[src/rtl/rob_commit_unit.sv]
// rob_commit_unit: in-order retirement stage behind the ROB queue.
// Pops a completed head entry each cycle. A popped entry updates the architectural
// rename map and frees its superseded physical tag. A mispredict produces a
// one-cycle flush with a redirect PC. A halt stops retirement until reset.
module rob_commit_unit #(
  parameter int ARCH_W = 5,
  parameter int PHYS_W = 6,
  parameter int PC_W = 32,
  localparam int ENTRY_W = 4 + ARCH_W + 2 * PHYS_W + PC_W
) (
  input  logic               clk,
  input  logic               reset,
  input  logic [ENTRY_W-1:0] robEntry_IN,
  input  logic               robEmpty_IN,
  output logic               robPop_OUT,
  input  logic               freeFull_IN,
  output logic               freePush_OUT,
  output logic [PHYS_W-1:0]  freeData_OUT,
  output logic               archWrEn_OUT,
  output logic [ARCH_W-1:0]  archWrIdx_OUT,
  output logic [PHYS_W-1:0]  archWrData_OUT,
  output logic               flush_OUT,
  output logic [PC_W-1:0]    redirectPC_OUT,
  output logic               halted_OUT,
  output logic [31:0]        commitCount_OUT,
  output logic [31:0]        stallCount_OUT
);

  typedef enum logic [1:0] {RUN, FLUSH, HALTED} state_t;

  state_t stateReg, stateNext;

  logic              flushReg;
  logic              haltedReg;
  logic [PC_W-1:0]   redirectReg;
  logic [31:0]       commitCountReg;
  logic [31:0]       stallCountReg;

  logic              loadRedirect;
  logic              doStall;

  // Head entry fields
  logic              entDone, entMispred, entHalt, entRegWrite;
  logic [ARCH_W-1:0] entArchDest;
  logic [PHYS_W-1:0] entNewPhys, entOldPhys;
  logic [PC_W-1:0]   entTarget;
  logic              entWritesReg;

  assign entDone     = robEntry_IN[ENTRY_W-1];
  assign entMispred  = robEntry_IN[ENTRY_W-2];
  assign entHalt     = robEntry_IN[ENTRY_W-3];
  assign entRegWrite = robEntry_IN[ENTRY_W-4];
  assign entArchDest = robEntry_IN[PC_W + 2 * PHYS_W +: ARCH_W];
  assign entNewPhys  = robEntry_IN[PC_W + PHYS_W +: PHYS_W];
  assign entOldPhys  = robEntry_IN[PC_W +: PHYS_W];
  assign entTarget   = robEntry_IN[PC_W-1:0];

  // A halt ignores regWrite entirely, so it never writes and never waits on the free list.
  assign entWritesReg = entRegWrite & ~entHalt;

  // Next-state and combinational pop/write outputs. These are gated by reset so
  // they stay quiet while reset is asserted.
  always_comb begin
    stateNext      = stateReg;
    robPop_OUT     = 1'b0;
    freePush_OUT   = 1'b0;
    freeData_OUT   = entOldPhys;
    archWrEn_OUT   = 1'b0;
    archWrIdx_OUT  = entArchDest;
    archWrData_OUT = entNewPhys;
    loadRedirect   = 1'b0;
    doStall        = 1'b0;
    case (stateReg)
      RUN: begin
        if (reset && !robEmpty_IN && entDone) begin
          if (entWritesReg && freeFull_IN) begin
            doStall = 1'b1;
          end else begin
            robPop_OUT = 1'b1;
            if (entHalt) begin
              stateNext = HALTED;
            end else begin
              if (entRegWrite) begin
                archWrEn_OUT = 1'b1;
                freePush_OUT = 1'b1;
              end
              if (entMispred) begin
                loadRedirect = 1'b1;
                stateNext    = FLUSH;
              end
            end
          end
        end
      end
      FLUSH:   stateNext = RUN;
      HALTED:  stateNext = HALTED;
      default: stateNext = RUN;
    endcase
  end

  // State, registered status outputs and the retirement counters.
  always_ff @(posedge clk or negedge reset) begin
    if (!reset) begin
      stateReg       <= RUN;
      flushReg       <= 1'b0;
      haltedReg      <= 1'b0;
      redirectReg    <= '0;
      commitCountReg <= '0;
      stallCountReg  <= '0;
    end else begin
      stateReg  <= stateNext;
      flushReg  <= (stateNext == FLUSH);
      haltedReg <= (stateNext == HALTED);
      if (loadRedirect) begin
        redirectReg <= entTarget;
      end
      if (robPop_OUT) begin
        commitCountReg <= commitCountReg + 32'd1;
      end
      if (doStall) begin
        stallCountReg <= stallCountReg + 32'd1;
      end
    end
  end

  assign flush_OUT       = flushReg;
  assign redirectPC_OUT  = redirectReg;
  assign halted_OUT      = haltedReg;
  assign commitCount_OUT = commitCountReg;
  assign stallCount_OUT  = stallCountReg;

endmodule

[config.mk]
export PLATFORM = sky130hd
export DESIGN_NAME = rob_commit_unit
export DESIGN_NICKNAME = d
export VERILOG_FILES = /design/src/rtl/rob_commit_unit.sv
export SDC_FILE = /design/constraint.sdc
export NUM_CORES = 1
export LEC_CHECK = 0
export CORE_UTILIZATION = 30
export DETAILED_ROUTE_END_ITERATION = 7
export DONT_BUFFER_PORTS = 1
export SLEW_MARGIN = 15
export SYNTH_ARGS = -nofsm -noshare
export SYNTH_HDL_FRONTEND = slang
export SYNTH_SLANG_ARGS = --single-unit
[constraint.sdc]
create_clock -name clk -period 2.7 [get_ports clk]
set_input_delay 0.54 -clock clk [delete_from_list [all_inputs] [get_ports clk]]
set_output_delay 0.54 -clock clk [all_outputs]
set_load 0.01 [all_outputs]
==> flow_metrics.tcl <==
set metrics [dict create \
    outcome "finished, violations left" \
    violations "hold timing" \
    path_max_fanout 4 \
    reg2reg_to "commitCount_OUT[9]" \
    r2r_slack_ps 550 \
    post-route-util_pct 34.09 \
    cp.arrival_ps 1730 \
    grt_pass1_vias 3022 \
    wire_per_inst_um 18.05 \
    max_cap_viol_count 0 \
    hold_path.class "input port to async pin" \
    drive_above_1_share_pct 15.98 \
    relSlewSlack_pct 55.25 \
    finalNonFillerCells 572 \
    via_per_inst 5.080 \
    reg2reg_depth 5 \
    fin_crit_sh_pct 84.16 \
    n_fill_cell 1469 \
    cts_root_buf "clkbuf_16" \
    synth_top_area_share_pct 54.16 \
    power_density_nw_per_um2 703.4 \
    power.total_mw 3.538 \
    finalSetupTns_ps 0 \
    fmax_mhz 440.1 \
    drt_wl_total_um 10330 \
    cts_resized 0 \
    antenna_found_initial 0 \
    timing.final.crit_period_ps 2272 \
    finalSetupViolCount 0 \
    critical_path_class "register to output pin" \
    startpoint_type "register" \
    cts_setup_buffers 0 \
    power.leakage_nw 2.380 \
    gp_congestion 0.8078 \
    yosys_warnings 0 \
    dieArea_sq_um 15900 \
    irDropWorstVdd_uv 430.5 \
    synthToLayoutAreaGrowth_pct 8.854 \
    drcViolationCount 0 \
    io_pins 175 \
    synth_cells 398 \
    placedCellCount 557 \
    hold_viol_final 100 \
    clkLatencyLatePin_ps 350 \
    fin_skew_ps 6.570 \
    worstReg2RegStart "commitCount_OUT[2]" \
    grtUsageTotal_pct 13.47 \
    die_y_um 126.1 \
    grt_max_degree 103 \
    core_region_area_sq_um 14750 \
    worst_pin_slew_ps 669.2 \
    fin_hold_ws_ps -117.9 \
    ys_seq_area_share_pct 54.16 \
    grt_pass1_wl_um 16470 \
    portBuffers 0 \
    first_pass_iters 4 \
    vias 2906 \
    synth_largest_area_cell "dfrtp_1" \
    max-clock-path-buffers 2 \
    nNetsFinal 443 \
    critPathCaptureType "output pin" \
    crit_required_ps 2160 \
    grt-ovfl-total 0 \
    setup_ws_ps 427.8 \
    cts_tree "done" \
    n_antenna_cell 0 \
    drtIter0Drc 83 \
    row_count 44 \
    ant_nets 0 \
    clock_sinks 100 \
    dp_hpwl_um 7319 \
    synth-seq-cells 100 \
    startpoint "stateReg[0]" \
    netlist_area_sq_um 4621 \
    maxSlewViolCount 0 \
    place_ws_ps 353.9 \
    cts.clk_slew.worst_paths_ps 70 \
    synth.area.top_cells "dfrtp_1, xor2_1, mux2_2, buf_4, nand2_1" \
    die_w_um 126.1 \
    cts_buffers 9 \
    synthesis.nets 457 \
    start_util_pct 31.32 \
    synth_area_per_cell_sq_um 11.61 \
    ys_types 32 \
    h-tree-depth 3 \
    rsz0062_at_grt "no" \
]
-- sequential cells by signal (all words and copies together) (netlist names) --
register / cells
commitCount_OUT: 32
flush_OUT: 1
halted_OUT: 1
redirectPC_OUT: 32
stallCount_OUT: 32
stateReg: 2
-- critical path, cell delays in order, from the launching register on --
cell and delay [ps]:
dfrtp_1 410, nor2_1 180, nand2_2 80, nor4b_1 480
buf_4 240
-- worst max path at each step --
stage | to | slack [ps] | cells after the start
floorplan | freePush_OUT | 390 | 5
global placement | archWrEn_OUT | 360 | 4
detailed placement | freePush_OUT | 350 | 4
CTS | freePush_OUT | 350 | 4
global route | freePush_OUT | 310 | 4
finish | freePush_OUT | 430 | 4
-- synth_stat cells --
| master | number |
|---|---|
| and4_1 | 7 |
| nor4_2 | 1 |
| or4_4 | 1 |
| nor2_1 | 10 |
| buf_2 | 1 |
| nor3_2 | 2 |
| or2_1 | 1 |
| and3b_1 | 2 |
| a21oi_1 | 1 |
| nor4_1 | 19 |
| mux2_2 | 32 |
| xor2_1 | 46 |
| buf_8 | 1 |
| nor3_1 | 22 |
| buf_4 | 21 |
| nand4_1 | 17 |
| inv_1 | 6 |
| xnor2_1 | 16 |
| or4_1 | 2 |
| nand3_1 | 22 |
| nor4_4 | 3 |
| buf_6 | 1 |
| ha_1 | 2 |
| clkbuf_1 | 5 |
| nand3b_1 | 2 |
| buf_1 | 3 |
| nor4b_1 | 3 |
| dfrtp_1 | 100 |
| nand2_2 | 1 |
| nand2_1 | 38 |
| and3_1 | 7 |
| and2_1 | 3 |
-- logic make-up after synthesis --
| kind of cell | synth area share [%] |
|---|---|
| multiplexers | 7.799 |
| adder cells (fa/ha/maj) | 0.5415 |
| XOR/XNOR | 11.75 |
| buffers and inverters | 5.226 |
| AO/OA/AOI/OAI | 0.1082 |
| flip-flops | 54.16 |
| AND/OR/NAND/NOR | 20.42 |
-- through the flow --
step / cell area, sq um / hold slack [ps]
floorplan: 4621 / 244.4
global placement: 4691 / 246.9
detailed placement: 4691 / 246.9
CTS: 5030 / -140.4
global route: 5030 / -143.2
finish: 5030 / -117.9
-- report_power, final --
| group | switching [mW] | internal [mW] | total, mW | leakage [nW] |
|---|---|---|---|---|
| Combinational | 0.0813 | 0.126 | 0.207 | 0.897 |
| Clock | 0.554 | 0.922 | 1.48 | 0.168 |
| Sequential | 0.204 | 1.65 | 1.85 | 1.31 |
| Total | 0.839 | 2.70 | 3.54 | 2.38 |
-- placed cells by master (no fill, tap or decap) --
cell type and n:
nand3b_1 2, clkbuf_16 9, or2_1 1, mux2_2 32
and2_1 3, ha_1 2, dfrtp_1 100, nand3_1 22
nor3_4 1, clkinv_2 2, and4_1 7, nor4_4 3
clkbuf_8 1, nor4b_1 3, nand4_1 17, and3_1 7
nor2_1 10, or4_1 2, nor4_1 19, and3b_1 2
nand2_2 1, inv_1 6, nor3_1 22, xnor2_1 16
xor2_1 46, nand2_1 38, buf_4 7, bufinv_16 3
nor3_2 1, nor4_2 1, a21oi_1 1, or4_4 1
-- final cells by class --
class | count | area [sq um] | area share (%)
Sequential cell | 100 | 2502 | 49.75
Multi-Input combinational cell | 260 | 1883 | 37.44
Clock buffer | 10 | 239.0 | 4.751
Tap cell | 184 | 230.2 | 4.577
Clock inverter | 5 | 100.1 | 1.990
Timing Repair Buffer | 7 | 52.55 | 1.045
Inverter | 6 | 22.52 | 0.4478
-- metal layers --
metal	share of wire (%)	vias to the layer above	global-route usage [%]	routed length [um]
met1	41	1427	15.27	4238
met3	10	26	6.585	1074
met4	2.2	0	5.599	222
met5	0	-	0	0
li1	-	1342	-	-
met2	46	111	21.61	4789
Power figures use the tool's default switching activity.
